File: src/rtl/spram_pkg.sv
// spram_pkg: shared helpers and encodings for the single-port SRAM front-end.
package spram_pkg;

    function automatic int clog2(input int n);
        int r;
        r = 0;
        while ((1 << r) < n) r++;
        return (r == 0) ? 1 : r;
    endfunction

    localparam logic ST_INIT  = 1'b0;
    localparam logic ST_SERVE = 1'b1;

    typedef enum logic {
        S_INIT  = ST_INIT,
        S_SERVE = ST_SERVE
    } state_e;

    localparam logic CEN_ON    = 1'b0;
    localparam logic WEN_WRITE = 1'b0;

endpackage

File: src/rtl/spram_rsp_fifo.sv
// spram_rsp_fifo: synchronous first-word-fall-through FIFO with occupancy count.
module spram_rsp_fifo
    import spram_pkg::*;
#(
    parameter int WIDTH = 32,
    parameter int DEPTH = 2,
    localparam int PW = clog2(DEPTH),
    localparam int CW = clog2(DEPTH + 1)
) (
    input  logic             clk,
    input  logic             rst_n,
    input  logic             push,
    input  logic [WIDTH-1:0] push_data,
    input  logic             pop,
    output logic [WIDTH-1:0] head,
    output logic             valid,
    output logic [CW-1:0]    count
);

    logic [WIDTH-1:0] mem [DEPTH];
    logic [PW-1:0]    wr_ptr;
    logic [PW-1:0]    rd_ptr;
    logic             do_push;
    logic             do_pop;

    function automatic logic [PW-1:0] inc(input logic [PW-1:0] p);
        return (p == PW'(DEPTH - 1)) ? '0 : p + 1'b1;
    endfunction

    assign valid   = (count != '0);
    assign head    = mem[rd_ptr];
    assign do_push = push && (count != CW'(DEPTH));
    assign do_pop  = pop && valid;

    always_ff @(posedge clk) begin
        if (do_push) mem[wr_ptr] <= push_data;
    end

    always_ff @(posedge clk or negedge rst_n) begin
        if (!rst_n) begin
            wr_ptr <= '0;
            rd_ptr <= '0;
            count  <= '0;
        end else begin
            if (do_push) wr_ptr <= inc(wr_ptr);
            if (do_pop)  rd_ptr <= inc(rd_ptr);
            count <= count + CW'(do_push) - CW'(do_pop);
        end
    end

endmodule

File: src/rtl/spram_ctrl.sv
// spram_ctrl: init sweep plus valid/ready front-end for a single-port SRAM.
// Define SPRAM_CTRL_PERF_EN to add saturating read/write request counters.
module spram_ctrl
    import spram_pkg::*;
#(
    parameter int                   MEM_WIDTH  = 32,
    parameter int                   MEM_DEPTH  = 4096,
    parameter logic [MEM_WIDTH-1:0] INIT_VALUE = MEM_WIDTH'(1),
    parameter int                   RSP_DEPTH  = 2,
    localparam int AW = clog2(MEM_DEPTH),
    localparam int CW = clog2(RSP_DEPTH + 1)
) (
    input  logic                 clk,
    input  logic                 rst_n,
    input  logic                 req_valid,
    output logic                 req_ready,
    input  logic                 req_wr,
    input  logic [AW-1:0]        req_addr,
    input  logic [MEM_WIDTH-1:0] req_data,
    output logic                 rsp_valid,
    input  logic                 rsp_ready,
    output logic [MEM_WIDTH-1:0] rsp_data,
    output logic                 init_done,
    output logic                 mem_cen,
    output logic                 mem_wen,
    output logic [AW-1:0]        mem_addr,
    output logic [MEM_WIDTH-1:0] mem_d,
`ifdef SPRAM_CTRL_PERF_EN
    output logic [31:0]          perf_rd_cnt,
    output logic [31:0]          perf_wr_cnt,
`endif
    input  logic [MEM_WIDTH-1:0] mem_q
);

    localparam logic [AW:0] LAST = (AW + 1)'(MEM_DEPTH - 1);

    state_e        state;
    state_e        state_nxt;
    logic [AW:0]   ptr;
    logic          rd_inflight;
    logic          accept;
    logic          rd_accept;
    logic          rd_ok;
    logic          pop;
    logic [CW-1:0] fifo_cnt;
    logic [CW:0]   used;

    assign init_done = (state == S_SERVE);
    assign pop       = rsp_valid & rsp_ready;

    // A head leaving this cycle frees its slot for the read issued now.
    assign used  = {1'b0, fifo_cnt} - (CW + 1)'(pop) + (CW + 1)'(rd_inflight);
    assign rd_ok = used < (CW + 1)'(RSP_DEPTH);

    assign req_ready = (state == S_SERVE) & (req_wr | rd_ok);
    assign accept    = req_valid & req_ready;
    assign rd_accept = accept & ~req_wr;

    always_ff @(posedge clk or negedge rst_n) begin
        if (!rst_n) begin
            state       <= S_INIT;
            ptr         <= '0;
            rd_inflight <= 1'b0;
        end else begin
            state       <= state_nxt;
            rd_inflight <= rd_accept;
            if (state == S_INIT) ptr <= ptr + 1'b1;
        end
    end

    always_comb begin
        state_nxt = state;
        mem_cen   = ~CEN_ON;
        mem_wen   = ~WEN_WRITE;
        mem_addr  = req_addr;
        mem_d     = req_data;
        unique case (1'b1)
            (state == S_INIT): begin
                // Port stays idle while reset is held.
                if (rst_n) begin
                    mem_cen = CEN_ON;
                    mem_wen = WEN_WRITE;
                end
                mem_addr = ptr[AW-1:0];
                mem_d    = INIT_VALUE;
                if (ptr == LAST) state_nxt = S_SERVE;
            end
            (state == S_SERVE): begin
                mem_cen = accept ? CEN_ON : ~CEN_ON;
                mem_wen = req_wr ? WEN_WRITE : ~WEN_WRITE;
            end
        endcase
    end

    spram_rsp_fifo #(
        .WIDTH (MEM_WIDTH),
        .DEPTH (RSP_DEPTH)
    ) u_rsp_fifo (
        .clk       (clk),
        .rst_n     (rst_n),
        .push      (rd_inflight),
        .push_data (mem_q),
        .pop       (pop),
        .head      (rsp_data),
        .valid     (rsp_valid),
        .count     (fifo_cnt)
    );

`ifdef SPRAM_CTRL_PERF_EN
    always_ff @(posedge clk or negedge rst_n) begin
        if (!rst_n) begin
            perf_rd_cnt <= '0;
            perf_wr_cnt <= '0;
        end else begin
            if (rd_accept && perf_rd_cnt != '1)
                perf_rd_cnt <= perf_rd_cnt + 1'b1;
            if (accept && req_wr && perf_wr_cnt != '1)
                perf_wr_cnt <= perf_wr_cnt + 1'b1;
        end
    end
`endif

endmodule

File: config.mk
export PLATFORM = sky130hd
export DESIGN_NAME = spram_ctrl
export DESIGN_NICKNAME = d
export VERILOG_FILES = /design/src/rtl/spram_pkg.sv /design/src/rtl/spram_rsp_fifo.sv /design/src/rtl/spram_ctrl.sv
export SDC_FILE = /design/constraint.sdc
export NUM_CORES = 1
export LEC_CHECK = 0
export ABC_AREA = 1
export BUFFER_PORTS_ARGS = -buffer_cell sky130_fd_sc_hd__buf_2
export CAP_MARGIN = 20
export CORE_MARGIN = 1.5
export CORE_UTILIZATION = 52
export CTS_CLUSTER_DIAMETER = 30
export DETAILED_ROUTE_END_ITERATION = 6
export GPL_TIMING_DRIVEN = 1
export PLACE_DENSITY = 0.84
export SKIP_CTS_REPAIR_TIMING = 1
export SYNTH_ARGS = -nofsm -noshare
export SYNTH_HDL_FRONTEND = slang
export SYNTH_HIERARCHICAL = 1
export SYNTH_SLANG_ARGS = --single-unit
File: constraint.sdc
create_clock -name clk -period 5.29 [get_ports clk]
set_clock_uncertainty 0.05 [all_clocks]
set_input_delay 0.529 -clock clk [delete_from_list [all_inputs] [get_ports clk]]
set_output_delay 0.529 -clock clk [all_outputs]
set_load 0.02 [all_outputs]
# Word level (Yosys, flattened, before mapping)
# Memory sizes are Yosys's and may differ from the RTL's.
# Cells that the tools add are included.
classes:
  add_sub_neg: 7
  mul: 0
  n_div: 0
  n_lt_le_gt_ge: 1
  eq_ne: 2
  shifts: 0
  n_mux: 13
  bitwise: 7
  reduce_logical: 3
op_table:
  columns: ["op", "count"]
  rows:
  - ["32-bit 2-to-1 mux", 1]
  - ["13-bit by 1-bit adder with 13-bit output (second input constant)", 1]
  - ["13-bit by 12-bit equality test with 1-bit output (second input constant)", 1]
  - ["12-bit 2-to-1 mux", 1]
  - ["1-bit 2-to-1 mux", 9]
  - ["1-bit AND", 4]
  - ["1-bit one-hot mux with 2 select lines", 2]
  - ["3-bit by 1-bit adder with 3-bit output", 1]
  - ["3-bit by 2-bit < comparator with 1-bit output (second input constant)", 1]
  - ["2-bit by 1-bit subtractor with 3-bit output", 1]
  - ["1-bit adder (second input constant)", 2]
  - ["2-bit by 1-bit adder with 2-bit output", 1]
  - ["1-bit logical AND", 2]
  - ["2-bit inequality test (second input constant)", 1]
  - ["1-bit NOT", 2]
  - ["2-bit nonzero test", 1]
  - ["2-bit by 1-bit subtractor with 2-bit output", 1]
  - ["1-bit OR", 1]
word_totals:
  ff_bits: 19
  latchBits: 0
  mem_bits_rw: 64
  mem_bits_ro: 0
  in_bits: 81
  memories: 1
memory_table:
  columns: ["name", "words", "width", "read_ports", "rd_ports_with_merged_regs", "wr", "line_no", "source"]
  rows:
  - ["u_rsp_fifo.mem", 2, 32, 1, 0, 1, "spram_rsp_fifo.sv:20", "logic [WIDTH-1:0] mem [DEPTH];"]

# Longest topological paths before layout
logic_depth:
  word_depth: 10
  ltp_mapped: 15
  depth_no_buf: 15

# By module
# The synthesis kept the hierarchy.
modules_own_cells:
  columns: ["module", "n_inst", "cells_per_inst", "area_per_inst_um2", "seq_area_each_um2"]
  rows:
  - ["spram_rsp_fifo", 1, 199, 2927.8, 2021.9]
  - ["spram_ctrl", 1, 205, 1226.2, 375.4]

# Least setup slack after synthesis
# OpenSTA, ideal clock, no wires.
synth_timing:
  kind: "register to output"
  startpoint: "register u_rsp_fifo.count[1]"
  endpoint: "output port mem_cen"
  t_arrival_ns: 2.529
  required_time_ns: 4.711
  path_slack_ns: 2.182
  path_stages_with_launch: 12
  n_path_buf: 0
  path_cell_list: "dfrtp_1 > nor2_1 > inv_1 > nand2_1 > inv_1 > ha_1 > nor2_1 > fa_1 > nor2_1 > nand2_1 > o22ai_1 > a21oi_1"
synth_via:
  elab_chain_cells: 10
synth_rtl:
  columns: ["item", "line_no", "source"]
  rows:
  - ["start: declaration", "spram_rsp_fifo.sv:17", "output logic [CW-1:0] count"]
  - ["start signal: assignment", "spram_rsp_fifo.sv:47", "count <= count + CW'(do_push) - CW'(do_pop);"]
  - ["2-bit nonzero test", "spram_rsp_fifo.sv:30", "assign valid = (count != '0);"]
  - ["via rsp_valid", "spram_ctrl.sv:20", "output logic rsp_valid,"]
  - ["1-bit AND", "spram_ctrl.sv:49", "assign pop = rsp_valid & rsp_ready;"]
  - ["via pop", "spram_ctrl.sv:44", "logic pop;"]
  - ["2-bit by 1-bit subtractor with 3-bit output", "spram_ctrl.sv:52", "assign used = {1'b0, fifo_cnt} - (CW + 1)'(pop) + (CW + 1)'(rd_inflight);"]
  - ["3-bit by 1-bit adder with 3-bit output", "spram_ctrl.sv:52", null]
  - ["3-bit by 2-bit < comparator with 1-bit output", "spram_ctrl.sv:53", "assign rd_ok = used < (CW + 1)'(RSP_DEPTH);"]
  - ["1-bit OR", "spram_ctrl.sv:55", "assign req_ready = (state == S_SERVE) & (req_wr | rd_ok);"]
  - ["1-bit AND", "spram_ctrl.sv:55", null]
  - ["via req_ready", "spram_ctrl.sv:16", "output logic req_ready,"]
  - ["1-bit AND", "spram_ctrl.sv:56", "assign accept = req_valid & req_ready;"]
  - ["1-bit 2-to-1 mux", "spram_ctrl.sv:89", "mem_cen = accept ? CEN_ON : ~CEN_ON;"]
  - ["1-bit one-hot mux with 2 select lines", "spram_ctrl.sv:77", "unique case (1'b1)"]
  - ["end: declaration", "spram_ctrl.sv:24", "output logic mem_cen,"]
# The timed path passes the listed nets, and every way through them passes these cells.

# Worst setup path after layout
layout_timing:
  startpoint: "register u_rsp_fifo.count[1]"
  endpoint: "output port mem_cen"
layout_via:
  elab_chain_cells: 10
layout_rtl:
  columns: ["item", "line_no"]
  rows:
  - ["2-bit nonzero test", "spram_rsp_fifo.sv:30"]
  - ["1-bit AND", "spram_ctrl.sv:49"]
  - ["via pop", "spram_ctrl.sv:44"]
  - ["2-bit by 1-bit subtractor with 3-bit output", "spram_ctrl.sv:52"]
  - ["3-bit by 1-bit adder with 3-bit output", "spram_ctrl.sv:52"]
  - ["3-bit by 2-bit < comparator with 1-bit output", "spram_ctrl.sv:53"]
  - ["1-bit OR", "spram_ctrl.sv:55"]
  - ["1-bit AND", "spram_ctrl.sv:55"]
  - ["1-bit AND", "spram_ctrl.sv:56"]
  - ["1-bit 2-to-1 mux", "spram_ctrl.sv:89"]
  - ["1-bit one-hot mux with 2 select lines", "spram_ctrl.sv:77"]
# The timed path passes the listed nets, and every way through them passes these cells.

==> run summary <==
The cell area power density came out at 349 nW/µm². The startpoint identified for the worst register-to-register timing path is u_rsp_fifo/count[1]. The number of failing hold endpoints at the final stage is 0. The number of standard cells in the layout, taps in and fillers out is 671.

The transition at the pin with the smallest max-transition slack came out at 0.988 ns. The source-to-sink clock delay at the later pin of the worst-skew pair came out at 0.35 ns. Once the floorplan was initialized, standard cells occupied 53.8% of the core. The initial detailed-routing violation count came out at 114. The sum of negative setup slack came out at 0 ns.

The headroom to the max-slew limit came out at 34.0%. Measured along the x axis, the die boundary spans 92.4 µm. The fraction of final layout cells sized beyond drive strength 1 came out at 45.0%.

The buffer depth of the longest clock path came out at 2. The final routed wirelength across all metal layers is 8530 µm. For this run, asynchronously set or reset flops after synthesis account for 22.9%.

The biggest fanout along the worst timing path came out at 8. The total via count in the routed design came out at 3146. The startpoint-to-endpoint class of the critical path is reg2out. The cell depth of the worst flop-to-flop path is 12.

The number of global-route vias before repair came out at 3049. The first detailed-routing pass ran for 4 iterations. The first global-routing pass estimated 13800 µm of wire. The synthesized flop and latch total is 83.

The post-route DRC violation count came out at 0. The number of port buffers is 161. The number of failing setup endpoints in the final timing report came out at 0.

The root buffer cell chosen for the clock tree is sky130_fd_sc_hd__clkbuf_8. The synthesized area divided by synthesized cell count is 10.3 µm². The number of placed instances with taps included is 655. The start point of the critical path is u_rsp_fifo/count[1].

The area growth from synthesis to layout is 24.3%. The total routing resource utilization after global routing came out at 21.1%. The placer congestion estimate came out at 0.932. The count of standard-cell rows is 32.

The number of placed I/O pins came out at 162. The total clock buffers created by CTS came out at 9. The area of the core region is 7730 µm².

TritonCTS built the clock tree. The number of levels the H-tree was split into is 3. The antenna cell count came out at 0. The sequential share of the synthesized area is 57.7%. Timing analysis after detailed placement gives a worst setup slack of 2.37 ns. The worst hold slack came out at 0.0623 ns.

Entering global routing, the biggest net connects 58 pins. The number of slew-limit violations in the final report is 0. The number of distinct library cells after synthesis came out at 28. After clock tree synthesis, the clock-pin slew on the worst setup and hold paths is 0.09 ns. The type of the tightest min-delay check is in2async.

Across all setup checks in the final design, the least slack found is 1.98 ns. The run finished with clean final reports. The critical register-to-register path endpoint is rd_inflight.

The overall overflow remaining after global route is 0. The number of enable flip-flop cells after synthesis came out at 64. The HPWL after detailed placement is 6310 µm. STA classifies the critical path endpoint as an output pin. The leakage dissipation is 2.80 nW. The highest attainable clock frequency is 303 MHz. The number of antenna violations at the first check in global routing was 0. In this run the worst setup path terminates at mem_cen. The dominant register cell in the synthesized netlist is sky130_fd_sc_hd__edfxtp_1. Max-cap violations in this run came to 0. Summing all non-filler instances in the final layout gives an area of 5160 µm². The cell area that synthesis handed to floorplanning was 4150 µm².

The die covers 8530 µm². The die extent in y is 92.4 µm. Setup repair after global routing left no endpoint under its margin. The share of the clock period used by the worst path is 62.5%. The total placed instance area is 4980 µm². The Yosys step of the flow raised 6 warnings. The highest ir drop seen on vdd came out at 231 µV. Synthesis produced a netlist with a net count of 489.

The number of nets still failing antenna checks after routing is 0. For flop-to-flop paths, the worst setup slack is 2.90 ns. The synthesized instance count is 404. The routed length per instance came out at 12.7 µm. Counting every sink on the clock net gives 83. The post-layout minimum cycle time came out at 3.31 ns.

The required time of the worst setup path came out at 4.71 ns. The final net count came out at 649. The worst setup path is launched from a register. The vias per cell came out at 4.69. The data arrival time of the critical path is 2.73 ns.
## per-stage QoR
stage | power (mW) | utilization [%]
after floorplan | 1.29 | -
after global placement | 1.39 | 64.5
after detailed placement | 1.42 | 64.5
after CTS | 1.82 | 66.8
after global routing | 1.91 | 66.8
final | 1.80 | 66.8
## worst min path at each step
stage / start / endpoint / slack (ns) / depth (start not counted)
global placement: ptr[12] / ptr[12] / 0.40 / 2
floorplan: rst_n / init_done / 0.18 / 0
global route: rst_n / ptr[3] / 0.08 / 1
detailed placement: ptr[12] / ptr[12] / 0.43 / 2
CTS: rst_n / ptr[3] / 0.06 / 1
finish: rst_n / ptr[0] / 0.06 / 1
## critical path, stage by stage, from the launching register on
cell	delay, ns
sky130_fd_sc_hd__dfrtp_1	0.47
sky130_fd_sc_hd__nor2_1	0.23
sky130_fd_sc_hd__inv_1	0.08
sky130_fd_sc_hd__nand2_1	0.07
sky130_fd_sc_hd__inv_1	0.06
sky130_fd_sc_hd__ha_1	0.29
sky130_fd_sc_hd__nor2_1	0.13
sky130_fd_sc_hd__fa_1	0.43
sky130_fd_sc_hd__nor2_1	0.12
sky130_fd_sc_hd__nand2_1	0.06
sky130_fd_sc_hd__o22ai_1	0.19
sky130_fd_sc_hd__a21oi_1	0.09
sky130_fd_sc_hd__buf_2	0.17
## state kept, by name, summed over array words and instances (netlist names)
register	count
u_rsp_fifo/wr_ptr	1
u_rsp_fifo/rd_ptr	1
ptr	13
u_rsp_fifo/mem	64
rd_inflight	1
init_done	1
u_rsp_fifo/count	2
## cell families (layout without fill, tap and decap cells)
logic type | count (synthesis) | after routing | synth area share (%)
buffers and inverters | 78 | 243 | 9.13
AO/OA/AOI/OAI | 12 | 12 | 1.48
AND/OR/NAND/NOR | 219 | 219 | 28.6
XOR/XNOR | 8 | 8 | 1.69
flip-flops | 83 | 83 | 57.7
adder cells (fa/ha/maj) | 4 | 4 | 1.39
## per-layer routing
layer  GRT usage, %  share of wire [%]  vias up
met5              0                  0        -
met4           6.92               0.88        0
met3           3.78                6.7        7
met2           38.9                 54      124
met1           24.5                 38     1449
li1               -                  -     1566
## power by group
group / switching (mW) / internal [mW] / total, mW / leakage, nW
registers: 0.0151 / 0.714 / 0.729 / 0.819
clock network: 0.231 / 0.176 / 0.407 / 0.0829
logic: 0.452 / 0.214 / 0.667 / 1.90
## cells in the mapped netlist, types with 2 or more instances
| library cell | number | area (µm²) |
|---|---|---|
| sky130_fd_sc_hd__buf_2 | 6 | 30.0 |
| sky130_fd_sc_hd__dfrtp_1 | 19 | 475 |
| sky130_fd_sc_hd__xor2_1 | 6 | 52.6 |
| sky130_fd_sc_hd__inv_1 | 62 | 233 |
| sky130_fd_sc_hd__buf_12 | 3 | 60.1 |
| sky130_fd_sc_hd__nand2_1 | 123 | 462 |
| sky130_fd_sc_hd__nand3_1 | 9 | 45.0 |
| sky130_fd_sc_hd__ha_1 | 3 | 37.5 |
| sky130_fd_sc_hd__a21oi_1 | 4 | 20.0 |
| sky130_fd_sc_hd__o21ai_0 | 6 | 30.0 |
| sky130_fd_sc_hd__nor2_1 | 7 | 26.3 |
| sky130_fd_sc_hd__edfxtp_1 | 64 | 1920 |
| sky130_fd_sc_hd__nand2_4 | 31 | 349 |
| sky130_fd_sc_hd__nand4_1 | 4 | 25.0 |
| sky130_fd_sc_hd__or2_2 | 2 | 12.5 |
| sky130_fd_sc_hd__nor2_2 | 7 | 43.8 |
| sky130_fd_sc_hd__nor3_1 | 2 | 10.0 |
| sky130_fd_sc_hd__clkbuf_4 | 3 | 22.5 |
| sky130_fd_sc_hd__xnor2_1 | 2 | 17.5 |
| sky130_fd_sc_hd__nand2_2 | 33 | 206 |
## final cells by class
| cell class | count | area [µm²] |
|---|---|---|
| Fill cell | 591 | 2560 |
| Sequential cell | 83 | 2400 |
| Multi-Input combinational cell | 243 | 1390 |
| Timing Repair Buffer | 163 | 821 |
| Inverter | 64 | 248 |
| Tap cell | 102 | 128 |
| Clock buffer | 9 | 124 |
| Clock inverter | 7 | 57.6 |
## placed cells by master (no fill, tap or decap), drive strengths merged
cell type and count:
nor3 2, buf 163, clkinvlp 3, clkinv 1
clkbuf 9, ha 3, o21ai 7, edfxtp 64
nor2 14, fa 1, nand3 9, xor2 6
and2 1, inv 67, or2 2, nand2 187
a21oi 4, o22ai 1, xnor2 2, dfrtp 19
nand4 4
Note: power is estimated with default switching activity, not from simulation.
